**config.mk**
```make
export PLATFORM = sky130hd
export DESIGN_NAME = clk_div_ctrl_flat
export DESIGN_NICKNAME = d
export VERILOG_FILES = /design/src/rtl/clk_div_ctrl_if.sv /design/src/rtl/clk_div_ctrl.sv /design/src/flat_wrapper.sv
export SDC_FILE = /design/constraint.sdc
export NUM_CORES = 1
export LEC_CHECK = 0
export ABC_AREA = 0
export CAP_MARGIN = 20
export CELL_PAD_IN_SITES_DETAIL_PLACEMENT = 0
export CELL_PAD_IN_SITES_GLOBAL_PLACEMENT = 2
export CORE_MARGIN = 5
export CORE_UTILIZATION = 35
export DETAILED_ROUTE_END_ITERATION = 10
export PLACE_DENSITY = 0.74
export SLEW_MARGIN = 20
export SYNTH_ARGS = -nofsm -noshare
export SYNTH_HDL_FRONTEND = slang
export SYNTH_SLANG_ARGS = --single-unit
export TNS_END_PERCENT = 50
```
**constraint.sdc**
```tcl
create_clock -name clk_in -period 5.24 [get_ports clk_in]
set_clock_uncertainty 0.15 [all_clocks]
set_input_delay 0.524 -clock clk_in [delete_from_list [all_inputs] [get_ports clk_in]]
set_output_delay 0.524 -clock clk_in [all_outputs]
set_load 0.02 [all_outputs]
```
**src/rtl/clk_div_ctrl_if.sv**
```systemverilog
// -----------------------------------------------------------------------------
// clk_div_ctrl_if
// Ratio-programming handshake used by clk_div_ctrl.
//
// Signals:
//   cfg_div    requested divide ratio (CNT_W bits)
//   cfg_valid  cfg_div is valid
//   cfg_ready  request accepted when cfg_valid && cfg_ready at a rising edge
//   cfg_err    one-cycle pulse: the accepted request carried a zero ratio
//
// Modports:
//   master  requester (software / upstream FSM)
//   slave   clk_div_ctrl
// -----------------------------------------------------------------------------
interface clk_div_ctrl_if #(
    parameter int CNT_W = 8
);
    logic [CNT_W-1:0] cfg_div;
    logic             cfg_valid;
    logic             cfg_ready;
    logic             cfg_err;

    modport master (
        output cfg_div,
        output cfg_valid,
        input  cfg_ready,
        input  cfg_err
    );

    modport slave (
        input  cfg_div,
        input  cfg_valid,
        output cfg_ready,
        output cfg_err
    );
endinterface : clk_div_ctrl_if

```
**src/rtl/clk_div_ctrl.sv**
```systemverilog
// -----------------------------------------------------------------------------
// clk_div_ctrl
// Run-time programmable divided-clock / clock-enable generator. A small
// controller sequences start, stop and ratio changes so that every change
// lands on an output-period boundary: no runt or stretched period is produced.
//
// Ports:
//   clk_in   single clock
//   rst      asynchronous, active-high reset
//   en       run request (level); start sampled in STOP, stop sampled only
//            on period boundaries
//   cfg      ratio-programming handshake (slave side)
//   clk_out  divided clock, registered; high for the first cur_div>>1 cycles
//            of each period (constantly high while running when cur_div==1)
//   clk_en   one-cycle pulse on the last clk_in cycle of each output period
//   cur_div  ratio currently in effect
//   running  high in RUN or SWITCH
//
// All outputs are registered. They are decoded from the *next* values of
// (state, count, cur_div) and captured on the same edge as those registers,
// so each output equals a function of the current (state, count, cur_div).
// -----------------------------------------------------------------------------
module clk_div_ctrl #(
    parameter int CNT_W       = 8,
    parameter int DEFAULT_DIV = 4
) (
    input  logic              clk_in,
    input  logic              rst,
    input  logic              en,
    clk_div_ctrl_if.slave     cfg,
    output logic              clk_out,
    output logic              clk_en,
    output logic [CNT_W-1:0]  cur_div,
    output logic              running
);

    typedef enum logic [1:0] {
        ST_STOP   = 2'd0,
        ST_RUN    = 2'd1,
        ST_SWITCH = 2'd2
    } state_t;

    localparam logic [CNT_W-1:0] ONE     = CNT_W'(1);
    localparam logic [CNT_W-1:0] DEF_DIV = CNT_W'(DEFAULT_DIV);

    // Controller state
    state_t           state_q,   state_nxt;
    logic [CNT_W-1:0] count_q,   count_nxt;
    logic [CNT_W-1:0] cur_div_q, cur_div_nxt;
    logic [CNT_W-1:0] pending_q, pending_nxt;

    // Registered outputs and their next values
    logic clk_out_q,   clk_out_nxt;
    logic clk_en_q,    clk_en_nxt;
    logic running_q,   running_nxt;
    logic cfg_ready_q, cfg_ready_nxt;
    logic cfg_err_q,   cfg_err_nxt;

    // Handshake decode
    logic accept;
    logic cfg_zero;
    logic cfg_load;
    logic boundary;

    // -------------------------------------------------------------------------
    // State register (also captures the decoded outputs)
    // -------------------------------------------------------------------------
    // NOTE: sequential state uses non-blocking assignments so every register
    // samples pre-edge values regardless of statement order.
    always_ff @(posedge clk_in or posedge rst) begin
        if (rst) begin
            // NOTE: pending is reset too, so a ratio queued before reset can
            // never be committed afterwards.
            state_q     <= ST_STOP;
            count_q     <= '0;
            cur_div_q   <= DEF_DIV;
            pending_q   <= '0;
            clk_out_q   <= 1'b0;
            clk_en_q    <= 1'b0;
            running_q   <= 1'b0;
            cfg_ready_q <= 1'b1;
            cfg_err_q   <= 1'b0;
        end else begin
            state_q     <= state_nxt;
            count_q     <= count_nxt;
            cur_div_q   <= cur_div_nxt;
            pending_q   <= pending_nxt;
            clk_out_q   <= clk_out_nxt;
            clk_en_q    <= clk_en_nxt;
            running_q   <= running_nxt;
            cfg_ready_q <= cfg_ready_nxt;
            cfg_err_q   <= cfg_err_nxt;
        end
    end

    // -------------------------------------------------------------------------
    // Next-state logic
    // -------------------------------------------------------------------------
    // cfg_ready is a registered output that is low only in SWITCH, so using
    // it here keeps the accept decode consistent with what the master sees.
    assign accept   = cfg.cfg_valid && cfg_ready_q;
    assign cfg_zero = accept && (cfg.cfg_div == '0);
    assign cfg_load = accept && (cfg.cfg_div != '0);
    // Last clk_in cycle of the current output period (only meaningful while
    // running; in STOP count is held at 0).
    assign boundary = (count_q == cur_div_q - ONE);

    // NOTE: every variable gets a default at the top of the block so no path
    // leaves one unassigned and no latch is inferred.
    always_comb begin
        state_nxt   = state_q;
        count_nxt   = count_q;
        cur_div_nxt = cur_div_q;
        pending_nxt = pending_q;

        unique case (state_q)
            ST_STOP: begin
                count_nxt = '0;
                // Idle: a new ratio loads directly.
                if (cfg_load) begin
                    cur_div_nxt = cfg.cfg_div;
                end
                // Period starts at count 0 on the next cycle (clk_out high).
                if (en) begin
                    state_nxt = ST_RUN;
                end
            end

            ST_RUN: begin
                count_nxt = boundary ? '0 : count_q + ONE;
                if (boundary && !en) begin
                    // Stop at this boundary; a ratio accepted on the same
                    // cycle loads as it would in STOP.
                    state_nxt = ST_STOP;
                    if (cfg_load) begin
                        cur_div_nxt = cfg.cfg_div;
                    end
                end else if (cfg_load) begin
                    // Even when accepted on a boundary, the ratio waits for
                    // the following boundary so this period is not cut short.
                    pending_nxt = cfg.cfg_div;
                    state_nxt   = ST_SWITCH;
                end
            end

            ST_SWITCH: begin
                if (boundary) begin
                    count_nxt   = '0;
                    cur_div_nxt = pending_q;
                    pending_nxt = '0;
                    state_nxt   = en ? ST_RUN : ST_STOP;
                end else begin
                    count_nxt = count_q + ONE;
                end
            end

            default: begin
                state_nxt = ST_STOP;
                count_nxt = '0;
            end
        endcase
    end

    // -------------------------------------------------------------------------
    // Output decode from next-state values (registered in the block above)
    // -------------------------------------------------------------------------
    always_comb begin
        running_nxt   = (state_nxt != ST_STOP);
        // Ratio 1 has no low phase: constantly high while running.
        clk_out_nxt   = running_nxt &&
                        ((cur_div_nxt == ONE) || (count_nxt < (cur_div_nxt >> 1)));
        clk_en_nxt    = running_nxt && (count_nxt == cur_div_nxt - ONE);
        cfg_ready_nxt = (state_nxt != ST_SWITCH);
        cfg_err_nxt   = cfg_zero;
    end

    assign clk_out       = clk_out_q;
    assign clk_en        = clk_en_q;
    assign running       = running_q;
    assign cur_div       = cur_div_q;
    assign cfg.cfg_ready = cfg_ready_q;
    assign cfg.cfg_err   = cfg_err_q;

endmodule : clk_div_ctrl

```
**src/flat_wrapper.sv**
```systemverilog
// flat-port wrapper written by rule: the top's interface ports become plain ports
module clk_div_ctrl_flat 
#(
    parameter int CNT_W       = 8,
    parameter int DEFAULT_DIV = 4
)
  (clk_in, rst, en, clk_out, clk_en, cur_div, running, cfg_cfg_div, cfg_cfg_valid, cfg_cfg_ready, cfg_cfg_err);
  clk_div_ctrl_if #(.CNT_W(CNT_W)) cfg_i ();
  input  logic clk_in;
  input  logic rst;
  input  logic en;
  output logic clk_out;
  output logic clk_en;
  output logic [CNT_W-1:0] cur_div;
  output logic running;
  input wire logic [$bits(cfg_i.cfg_div)-1:0] cfg_cfg_div;
  input wire logic [$bits(cfg_i.cfg_valid)-1:0] cfg_cfg_valid;
  output wire logic [$bits(cfg_i.cfg_ready)-1:0] cfg_cfg_ready;
  output wire logic [$bits(cfg_i.cfg_err)-1:0] cfg_cfg_err;
  assign cfg_i.cfg_div = cfg_cfg_div;
  assign cfg_i.cfg_valid = cfg_cfg_valid;
  assign cfg_cfg_ready = cfg_i.cfg_ready;
  assign cfg_cfg_err = cfg_i.cfg_err;
  clk_div_ctrl #(.CNT_W(CNT_W), .DEFAULT_DIV(DEFAULT_DIV)) u_core (.clk_in(clk_in), .rst(rst), .en(en), .cfg(cfg_i), .clk_out(clk_out), .clk_en(clk_en), .cur_div(cur_div), .running(running));
endmodule
```
Yosys cells after proc, flatten, opt, wreduce, memory -nomap -nowiden --
Cells that the tools add are included.
Operators by class: multiplexer cells 16, order comparisons 1, reduce and logical (&&, ||, !) cells 15, add/subtract/negate cells 3, eq/ne operators 9
Operator list (number):
- 2-to-1 mux 8 bit | 8
- case mux 8 bit (3 select lines) | 1
- == test 8 bit | 2
- case mux 8 bit (2 select lines) | 1
- subtractor 8 x 1 -> 8 bit, second input constant | 2
- adder 8 x 1 -> 8 bit, second input constant | 1
- == test 8 x 1 -> 1 bit, second input constant | 1
- zero test 8 bit | 1
- less-than comparator 8 x 7 -> 1 bit | 1
- 2-to-1 mux 2 bit | 4
- nonzero test 8 bit | 1
- logical AND 1 bit | 6
- case mux 2 bit (3 select lines) | 1
- != test 2 x 1 -> 1 bit, second input constant | 2
- != test 2 bit, second input constant | 2
- AND reduction 4 bit | 1
- nonzero test 2 bit | 2
- == test 2 x 1 -> 1 bit, second input constant | 1
- == test 2 bit, second input constant | 1
- zero test 2 bit | 1
- OR reduction 2 bit | 1
- zero test 1 bit | 1
- logical OR 1 bit | 1
- 2-to-1 mux 1 bit | 1
Storage, ports and cells: flip-flop bits (word level) 31, output and inout port bits 13

Depth between registers and ports, before layout --
depth in word-level cells 8, depth in mapped cells 16

Least setup slack after synthesis --
No wires, ideal clock.
path kind register to register, from register u_core.cur_div_q[0], in the netlist u_core.cur_div[0], to register u_core.clk_en_q, in the netlist u_core.clk_en, cell stages (with the launch flop) 16, buffers on the path 0, library setup time 101 ps, arrival 3829 ps, setup slack 1161 ps, cell sequence dfrtp_1 -> inv_1 -> ha_1 -> nor4b_2 -> or2_1 -> a31o_2 -> a2111o_1 -> o21a_4 -> o22ai_1 -> a221o_2 -> inv_1 -> ha_1 -> xor2_1 -> nand2_1 -> or4_1 -> nor4_1
Between the ends: word-level cells in the longest chain between the ends 8
Ends and longest elaborated chain:
- from (decl) | line clk_div_ctrl.sv:49 | logic [CNT_W-1:0] cur_div_q, cur_div_nxt;
- from (signal assigned) | line clk_div_ctrl.sv:86 | cur_div_q <= cur_div_nxt;
- subtractor 8 x 1 -> 8 bit (*) | line clk_div_ctrl.sv:106 | assign boundary = (count_q == cur_div_q - ONE);
- == test 8 bit (*) | line clk_div_ctrl.sv:106
- logical AND 1 bit | line clk_div_ctrl.sv:131 | if (boundary && !en) begin
- 2-to-1 mux 8 bit | line clk_div_ctrl.sv:131
- case mux 8 bit (3 select lines) (*) | line clk_div_ctrl.sv:116 | unique case (state_q)
- named net u_core.cur_div_nxt[1] | line clk_div_ctrl.sv:49
- subtractor 8 x 1 -> 8 bit (*) | line clk_div_ctrl.sv:172 | clk_en_nxt = running_nxt && (count_nxt == cur_div_nxt - ONE);
- == test 8 bit (*) | line clk_div_ctrl.sv:172
- logical AND 1 bit (*) | line clk_div_ctrl.sv:172
- named net u_core.clk_en_nxt | line clk_div_ctrl.sv:54 | logic clk_en_q, clk_en_nxt;
- to (signal assigned) | line clk_div_ctrl.sv:89 | clk_en_q <= clk_en_nxt;
- to (decl) | line clk_div_ctrl.sv:54
The timed path passes the listed nets; every way through them passes the cells marked *. A chain may end at the register's enable or synchronous reset.

Worst setup path in the final report --
Ends and elaborated chain as after synthesis.

==> flow_summary.toml <==
[layout]
layout.cells.most_common = "dfrtp_1"
layout.nets = 308
final_cell_mix = "29 x dfrtp_1, 24 x clkdlybuf4s50_1, 21 x nor2_1, 20 x inv_1, 16 x xnor2_1"
syn_to_final_growth_pct = 17.8
num_antenna_cells = 0
nFillCells = 687
drive_above_1_share_pct = 14.1

[sta]
worst_pin_slew_ns = 0.691
rsz0062_at_grt = "false"
final-max-slew-violation-count = 0
setup_tns_ns = 0
slew_headroom_pct = 53.6
setup_viol = 0
hold_viol = 0
fmax_ghz = 0.231
min_period_over_period_pct = 82.5
period_minus_slack_ns = 4.33

[placement]
place_congestion = 0.800
portBuffers = 24
hpwlAfterDp_um = 5110

[critical_path]
cp_max_fo = 7
crit_path_cell_trace = "inv_1 -> ha_1 -> nor4b_2 -> or2_1 -> a31o_2 -> a2111o_1 -> o21a_4 -> o22ai_1 -> a221o_2 -> inv_1 -> ha_1 -> xor2_1 -> nand2_1 -> or4_1 -> nor4_1"
ff2ff_setup_slack_ns = 0.91
slowest_delay_ns = 0.56
worstSetupPathType = "flip-flop to flip-flop"
reg2reg_to = "u_core.clk_en"
crit_slowest_cell = "dfrtp_1"
required_ns = 5.28
cp.arrival_ns = 4.37
rr_startpoint = "u_core.cur_div[0]"
worst_setup_path_end_kind = "flip-flop"
startpoint_type = "flip-flop"
rr_worst_depth = 15

[cts]
clock_path_buffers = 2
h-tree-depth = 2
cts_root_buf = "clkbuf_8"
clk_latency_ns = 0.29
cts_sinks = 31
post_cts_buffers = 0
tritoncts = "yes"
ctsResizeCount = 0
numCtsBuffers = 5
cts_hold_buf = 0
clkSlewWorstSetupHoldPaths_ns = 0.07

[detailed_routing]
dr.pass1.iters = 4
drtIter0Drc = 71
drc = 0
wl_per_cell_um = 17.1
vias = 2012
final_antenna_net_count = 0
drt_wl_total_um = 6490
viasPerCell = 5.31

[synth]
synth.distinct_cells = 66
synth_seq_cells = 31
syn_area_per_cell_sq_um = 9.49
synthesis.area_sq_um = 2440
yosys_most_used_dff = "dfrtp_1"
synth-edff-count = 0
netlist_instances = 257
async_flop_share_pct = 100
synth_warnings = 0
seq_area_frac_synth_pct = 31.9
syn_nets = 283

[status]
status = "finished clean"

[die]
die_width_um = 93.5
rows = 30
design.core.area_sq_um = 6790
start_util_pct = 35.9
pin_count = 25
die-area_sq_um = 8740
fp.dieH_um = 93.5

[global_route]
grt_pass1_vias = 1962
grt_max_degree = 32
grt_usage_pct = 15.9
antenna_found_initial = 0
overflow = 0
grt_pass1_wl_um = 10700

[pwr]
ir_drop_v = 0.000271
p_per_area_nw_per_um2 = 628
p_leak_nw = 1.21
total_power_mw = 1.80

[hold_path]
whs_endpoint = "u_core.pending_q[5]"
hold_class = "flip-flop to flip-flop"
hold_path_startpoint = "u_core.pending_q[5]"
worstHoldPathCells = 1

[flow_run]
maxCapViolCount = 0
-- through the flow --
stage	setup WS, ns	utilization, %	cell area, sq um	hold slack [ns]	cells
floorplan	1.16	-	2440	0.316	257
global placement	0.927	40.6	2760	0.334	371
detailed placement	0.923	40.6	2760	0.337	371
CTS	0.899	42.3	2880	0.356	379
global route	0.674	42.3	2880	0.386	379
finish	0.915	42.3	2880	0.360	379
-- cell type report --
cell class | instances | area, sq um | area share (%)
Clock buffer | 6 | 82.6 | 2.87
Clock inverter | 2 | 35.0 | 1.22
Inverter | 22 | 85.1 | 2.96
Multi-Input combinational cell | 197 | 1530 | 53.1
Sequential cell | 31 | 778 | 27.1
Tap cell | 96 | 120 | 4.18
Timing Repair Buffer | 25 | 248 | 8.62
-- synthesized netlist by cell type, types with 2 or more instances --
| cell | instances | area (sq um) |
|---|---|---|
| nand3b_1 | 2 | 15.0 |
| and3_1 | 2 | 12.5 |
| dfrtp_1 | 29 | 726 |
| a2111o_1 | 2 | 22.5 |
| a221oi_1 | 2 | 17.5 |
| and2_1 | 2 | 12.5 |
| nor2_1 | 21 | 78.8 |
| a221o_2 | 2 | 22.5 |
| nor3_1 | 7 | 35.0 |
| or4_1 | 3 | 22.5 |
| clkbuf_1 | 2 | 7.51 |
| nand4_1 | 2 | 12.5 |
| nand3_1 | 9 | 45.0 |
| a31oi_1 | 3 | 18.8 |
| a21oi_1 | 13 | 65.1 |
| inv_1 | 20 | 75.1 |
| xor2_1 | 10 | 87.6 |
| buf_6 | 2 | 22.5 |
| buf_4 | 2 | 15.0 |
| a31o_2 | 2 | 17.5 |
| ha_1 | 14 | 175 |
| dfstp_2 | 2 | 52.6 |
| xnor2_1 | 16 | 140 |
| a22o_1 | 8 | 70.1 |
| nor2b_1 | 3 | 18.8 |
| a22oi_1 | 6 | 45.0 |
| nand2b_1 | 4 | 25.0 |
| a211o_2 | 2 | 20.0 |
| o21ai_0 | 7 | 35.0 |
| nand2_1 | 14 | 52.6 |
| or3_1 | 3 | 18.8 |
| nor4_1 | 3 | 18.8 |
| nor4_4 | 3 | 63.8 |
| o22ai_1 | 2 | 12.5 |
| or2_1 | 2 | 12.5 |
-- critical path: cells and delay by family, from the launching register on --
family,cells,cell delay [ns]
AOI/OAI and AO/OA,5,1.39
and+or+nand+nor,5,1.24
adders and majority gates,2,0.57
DFF,1,0.56
buffers and inverters,2,0.16
xor gates and xnor gates,1,0.15
-- worst max path at each step --
stage / startpoint / endpoint / slack, ns / depth (start not counted)
final: u_core.cur_div[0] / u_core.clk_en / 0.91 / 15
after CTS: u_core.cur_div[0] / u_core.clk_en / 0.90 / 14
after detailed placement: u_core.cur_div[0] / u_core.clk_en / 0.92 / 14
after global placement: u_core.cur_div[0] / u_core.clk_en / 0.93 / 14
after global routing: u_core.cur_div[0] / u_core.clk_en / 0.67 / 15
after floorplan: u_core.cur_div[0] / u_core.clk_en / 1.16 / 15
-- layer usage --
layer	vias up	wire, um	global-route usage (%)
li1	995	-	-
met1	984	3310	22.5
met2	28	2900	24.8
met3	5	209	2.90
met4	0	61	4.03
met5	-	0	0
-- cell families (layout without fill, tap and decap cells) --
group           after synthesis  in the layout  share of synthesized area (%)
simple gates                 91             91                           22.4
compound gates               65             65                           22.8
flops                        31             31                           31.9
buf+inv                      29             55                           5.54
xor+xnor                     26             26                           9.33
fa+ha+maj                    14             14                           7.18
mux                           1              1                          0.923
-- registers in the layout (all words and copies together), names as in the netlist --
register,flops
u_core.count_q,8
u_core.cur_div,8
u_core.pending_q,8
u_core.state_q,2
u_core.cfg.cfg_err,1
u_core.cfg.cfg_ready,1
u_core.clk_en,1
u_core.clk_out,1
u_core.running,1
-- power by group --
part	switching [mW]	leakage (nW)	internal, mW
Combinational	0.637	0.752	0.483
Sequential	0.113	0.399	0.321
Clock	0.0966	0.0612	0.154
Power figures use the tool's default switching activity.
==> variant 1, RTL diff (config.mk and constraints unchanged) <==
`CNT_W` is set to 8 in 3 places; all go to 10.
--- a/src/rtl/clk_div_ctrl_if.sv
+++ b/src/rtl/clk_div_ctrl_if.sv
@@ -14,5 +14,5 @@
 // -----------------------------------------------------------------------------
 interface clk_div_ctrl_if #(
-    parameter int CNT_W = 8
+    parameter int CNT_W = 10
 );
     logic [CNT_W-1:0] cfg_div;
--- a/src/rtl/clk_div_ctrl.sv
+++ b/src/rtl/clk_div_ctrl.sv
@@ -22,5 +22,5 @@
 // -----------------------------------------------------------------------------
 module clk_div_ctrl #(
-    parameter int CNT_W       = 8,
+    parameter int CNT_W       = 10,
     parameter int DEFAULT_DIV = 4
 ) (
--- a/src/flat_wrapper.sv
+++ b/src/flat_wrapper.sv
@@ -2,5 +2,5 @@
 module clk_div_ctrl_flat 
 #(
-    parameter int CNT_W       = 8,
+    parameter int CNT_W       = 10,
     parameter int DEFAULT_DIV = 4
 )
Ports: changed (resized cfg_cfg_div and cur_div); port bits go from 25 to 29. The function was not compared with the original's and may differ.
==> variant 1 against the original RTL <==
Synthesized area is 22% higher. Via count is 28% higher. Global-route usage is 3.2 points higher. Routed wire length is 44% higher. Power is 21% higher. Design area is 24% higher. First-iteration DRC count is 62% higher. Sequential cell count is 6 higher. Sequential share of layout area is 1.0 points lower. Clock power is 8% higher. Setup slack worse by 0.34 ns. Critical endpoint unchanged.
==> variant 1: results (changes against the original RTL) <==
Global route:
- The met3 usage in global routing is 2.73% (-0.17 points).
- The overall fraction of global-route tracks in use is 19.1% (+3.2 points).
- The wire length of the first global-routing pass came to 15,000 um (+41%).
- The via count of the first global-routing pass is 2,681 (+37%).
- The global-route track usage on met2 is 30.8% (+6.1 points).

Place:
- The area after detailed placement is 3440 um^2 (+25%).
- The number of placed instances, taps included was 457 (+23%).
- The number of buffers inserted by port buffering is 28 (+17%).
- The post-detailed-placement half-perimeter wirelength is 7140 um (+40%).
- The placer's final routability congestion estimate is 0.874 (+9.3%).
- The worst setup slack before clock tree synthesis is 0.457 ns (-0.466 ns).

Drt:
- The total met3 wirelength after detailed routing came to 281 um (+34%).
- The detailed route wirelength on metal2 is 4400 um (+52%).
- The mean number of vias per cell is 5.54 (+4.4%).
- The total number of vias came to 2,577 (+28%).
- The total wire length after detailed routing is 9330 um (+44%).

Finish:
- The count of inverters not on the clock network in the layout is 22 (unchanged).
- The total of fill cells in the finished design came to 837 (+22%).
- The non-clock buffer instance count of the final layout is 40 (+60%).
- The total area of multi-input combinational cells was 1930 um^2 (+27%).
- The fraction of area in non-clock buffers is 10.4% (+1.8 points).
- The area added between synthesis and finish is 19.4%.
- The final non-filler cell area came to 3560 um^2 (+24%).
- The layout cell share with drive strength beyond 1 is 13.9% (-0.25 points).
- The post-layout net count came to 388 (+26%).
- The proportion of cell area spent on the clock network is 3.37% (-0.72 points).
- The combined flip-flop and latch cell area is 928 um^2 (+19%).

Power:
- The switching power is 1.05 mW (+24%).
- The sequential cell fraction of total power is 23.1% (-1.0 points).
- The leakage power is 1.51 nW (+24%).
- The power in the clock group came to 0.269 mW (+8%).

Yosys:
- The proportion of synthesized area in mux cells is 4.48% (+3.6 points).
- The share of synthesized flip-flops with an asynchronous set or reset is 100% (unchanged).
- The synthesized area per cell came to 9.30 um^2 (-2.0%).
- The adder-cell area share of the yosys netlist is 6.28% (-0.90 points).
- The xor/xnor cell area share of the yosys netlist is 9.97% (+0.64 points).
- By area the synthesized netlist is led by sky130_fd_sc_hd__dfrtp_1, sky130_fd_sc_hd__ha_1, sky130_fd_sc_hd__xnor2_1.
- The post-synthesis sequential area ratio came to 31.1% (-0.81 points).
- The compound-gate portion of the synthesized area was 22.0% (-0.82 points).
- Counting instances in the post-synthesis netlist gives the leading cell types as sky130_fd_sc_hd__dfrtp_1, sky130_fd_sc_hd__nor2_1, sky130_fd_sc_hd__inv_1, sky130_fd_sc_hd__nand2_1.

Clock network:
- The clock net sink count is 37 (+19%).

Status:
- The flow ran to the end, and the final reports show no timing, DRC or antenna violations.

Setup path:
- The highest-delay cell along the critical path is sky130_fd_sc_hd__or4_4.
- The biggest cell delay along the critical path came to 0.53 ns (-0.03 ns).
- The cell class contributing the biggest share of worst-path delay is simple AND/OR/NAND/NOR gates.
- The number of cells traversed by the worst register-to-register path came to 14 (-1).

STA:
- The worst slew slack as a fraction of its limit is 31.6% (-22 points).

Worst hold path:
- The worst hold path begins at u_core.pending_q[4].
variant 1: changes by cell type after synthesis, moves of 6 or more:
cell                       unedited run  this run
sky130_fd_sc_hd__nor2b_1              3        11
sky130_fd_sc_hd__nand3_1              9        16
sky130_fd_sc_hd__xor2_1              10        17
sky130_fd_sc_hd__a21oi_1             13         4
sky130_fd_sc_hd__a22o_1               8         0
sky130_fd_sc_hd__o211ai_1             0         6
sky130_fd_sc_hd__mux2_2               0        11
sky130_fd_sc_hd__nand2_1             14        21
sky130_fd_sc_hd__dfrtp_1             29        35
sky130_fd_sc_hd__nor2_1              21        30
variant 1: path summary, 6_finish.rpt:
| path | endpoint | slack [ns] |
|---|---|---|
| worst max-delay path | u_core.clk_en | 0.58 |
| worst min-delay path | u_core.pending_q[4] | 0.36 |
| worst max register to register | u_core.clk_en | 0.58 |
| worst min register to register | u_core.pending_q[4] | 0.36 |
| max in group asynchronous | u_core.cur_div[2] | 4.06 |
| min in group asynchronous | u_core.running | 0.49 |
==> variant 2, RTL diff (config.mk and constraints unchanged) <==
Without the edit above. Encoding of `state_t`: now one-hot (3 bits for 3 states).
--- a/src/rtl/clk_div_ctrl.sv
+++ b/src/rtl/clk_div_ctrl.sv
@@ -35,8 +35,8 @@
 );
 
-    typedef enum logic [1:0] {
-        ST_STOP   = 2'd0,
-        ST_RUN    = 2'd1,
-        ST_SWITCH = 2'd2
+    typedef enum logic [2:0] {
+        ST_STOP   = 3'b001,
+        ST_RUN    = 3'b010,
+        ST_SWITCH = 3'b100
     } state_t;
 
Formal check against the unedited RTL: same outputs for any inputs over 10 cycles, from zero or initial values and one cycle with rst high; not proved beyond that.
==> variant 2 against the original RTL <==
Routed wire length is 1.2% lower. Hold slack gained 0.025 ns. Power is 9.7% lower. Sequential share of layout area increased by 1.7 points. Via count down 2.1%. Maximum frequency is 1.1% higher. Clock power is 8.0% higher. Setup slack gained 0.046 ns. Design area down 2.8%. First-iteration DRC count increased by 92%. Synthesized area shrank 2.1%. Sequential cell count rose by 1. Non-clock buffer count increased by 1.
==> variant 2: results (changes against the original RTL) <==
Finish:
- The post-layout net count came to 308 (unchanged).
- The layout cell share with drive strength beyond 1 is 11.8% (-2.3 points).
- The antenna diode instance count is 0 (unchanged).

Yosys:
- The share of synthesized flip-flops with an asynchronous set or reset is 100% (unchanged).
- The count of unique library cells instantiated by Yosys is 57 (-14%).
- The number of nets produced by synthesis came to 286 (+1.1%).
- Sorting the synthesized cells by area gives the leading types as sky130_fd_sc_hd__dfrtp_1, sky130_fd_sc_hd__ha_1, sky130_fd_sc_hd__xnor2_1.
- The number of warnings reported in the yosys synthesis log came to 0 (unchanged).
- The post-synthesis sequential area ratio is 33.7% (+1.8 points).
- Sorting the synthesized cells by how often they occur yields sky130_fd_sc_hd__dfrtp_1, sky130_fd_sc_hd__nand2_1, sky130_fd_sc_hd__inv_1, sky130_fd_sc_hd__nor2_1, sky130_fd_sc_hd__a21oi_1.

Global route:
- The wire length of the first global-routing pass is 10,200 um (-3.9%).
- The via count of the first global-routing pass was 1,918 (-2.2%).
- The number of antenna violations at the first check in global routing is 0 (unchanged).
- The overall fraction of global-route tracks in use is 15.6% (-0.25 points).
- The largest net degree at the start of global routing is 33 (+3.1%).

STA:
- The number of hold violations in the final report is 0 (unchanged).
- The pin slew with the least headroom to its limit came to 0.689 ns (-0.00194 ns).
- The final critical-path share of the clock period is 81.7% (-0.87 points).

Setup path:
- The biggest cell delay along the critical path was 0.71 ns (+0.15 ns).
- The worst register-to-register path begins at u_core.cur_div[0].
- The worst-path maximum fanout is 13 (+6).
- The arrival time of the worst setup path is 4.34 ns (-0.03 ns).
- The highest-delay cell along the critical path is sky130_fd_sc_hd__nor3_4.
- The register-to-register path setup slack was 0.96 ns (+0.05 ns).
- The critical path is of the flip-flop to flip-flop type.
- The most critical setup path has its endpoint at u_core.clk_out.
- The number of cells traversed by the worst register-to-register path is 14 (-1).

Power:
- The leakage power came to 1.18 nW (-2.3%).
- The peak supply drop is 0.211 mV (-22%).

Drt:
- The total number of vias is 1,970 (-2.1%).
- The detailed router's first-iteration violation count is 136 (+92%).
- The total wire length after detailed routing is 6410 um (-1.2%).
- The length of the first detailed-routing pass in iterations is 5 (+1).

Worst hold path:
- The class of the tightest hold or removal check is flip-flop to flip-flop.

Clock network:
- The buffer depth of the longest clock path is 2 (unchanged).
- The clock latency on the worst-skew pair is 0.29 ns (about the same).
- The buffers inserted during post-CTS setup optimization is 0 (unchanged).
- The post-CTS resize count is 0 (unchanged).

Place:
- The area after detailed placement is 2670 um^2 (-3.2%).
- The post-detailed-placement half-perimeter wirelength is 5000 um (-2.2%).
- The worst setup slack before clock tree synthesis is 0.878 ns (-0.0451 ns).
- The number of buffers inserted by port buffering is 24 (unchanged).
- The placer's final routability congestion estimate is 0.785 (-1.9%).

Status:
- The flow ran to the end, and the final reports show no timing, DRC or antenna violations.

Job:
- The number of maximum-capacitance constraint violations came to 0 (unchanged).
[variant 2: cell types whose count changed after synthesis, sizes merged, moves of 4 or more]
cell,unedited run,this run
a22o,8,1
a22oi,6,0
ha,14,10
nand2,14,25
nand4,2,6
o211ai,1,5
o31ai,0,8
[variant 2: cell families (layout without fill, tap and decap cells)]
| family | Yosys count | count (layout) | synth area share, % |
|---|---|---|---|
| AOI/OAI and AO/OA | 62 | 62 | 20.4 |
| xor gates and xnor gates | 23 | 23 | 8.43 |
| adders and majority gates | 10 | 10 | 5.24 |
| buffers and inverters | 34 | 57 | 6.76 |
| DFF | 32 | 32 | 33.7 |
| muxes | 1 | 1 | 0.419 |
| and+or+nand+nor | 102 | 102 | 25.0 |
[variant 2: worst max-delay path: cells and delay by family (launching register included)]
family / cells / cell delay [ns]
flops: 1 / 0.50
simple gates: 5 / 1.98
buf+inv: 2 / 0.14
compound gates: 5 / 0.87
fa+ha+maj: 2 / 0.56
[variant 2: how the worst min path moves through the flow]
stage                   startpoint                  end  slack, ns  cells after the start
3_5_place_dp   u_core.pending_q[6]  u_core.pending_q[6]       0.37                      2
4_1_cts        u_core.pending_q[6]  u_core.pending_q[6]       0.39                      2
6_report       u_core.pending_q[6]  u_core.pending_q[6]       0.39                      2
3_3_place_gp   u_core.pending_q[6]  u_core.pending_q[6]       0.37                      2
2_1_floorplan  u_core.pending_q[2]  u_core.pending_q[2]       0.35                      2
5_1_grt        u_core.pending_q[7]  u_core.pending_q[7]       0.42                      2
[variant 2: routing by layer]
layer  vias up  part of all wire [%]  GRT usage [%]
li1        989                     -              -
met2        36                    45           23.9
met4         0                  0.91           4.15
met1       940                    51           22.2
met3         5                   3.8           3.25
met5         -                     0              0
[variant 2: through the flow]
step / total power, mW / std cells
global route: 1.75 / 367
finish: 1.63 / 367
global placement: 1.38 / 359
floorplan: 1.12 / 264
detailed placement: 1.37 / 359
CTS: 1.64 / 367
[variant 2: power by group]
part           switching [mW]  internal, mW  leakage [nW]  total, mW
combinational           0.504         0.389         0.714      0.893
sequential              0.130         0.336         0.405      0.466
clock                   0.102         0.168        0.0645      0.270
[variant 2: final cells by class]
cell class	count	area [um^2]
flip-flops and latches	32	805
multi-input cells	198	1420
repair buffers	26	255
clock inverters	1	30.0
fillers	671	3920
clock buffers	7	96.3
well taps	80	100
inverters	23	86.3
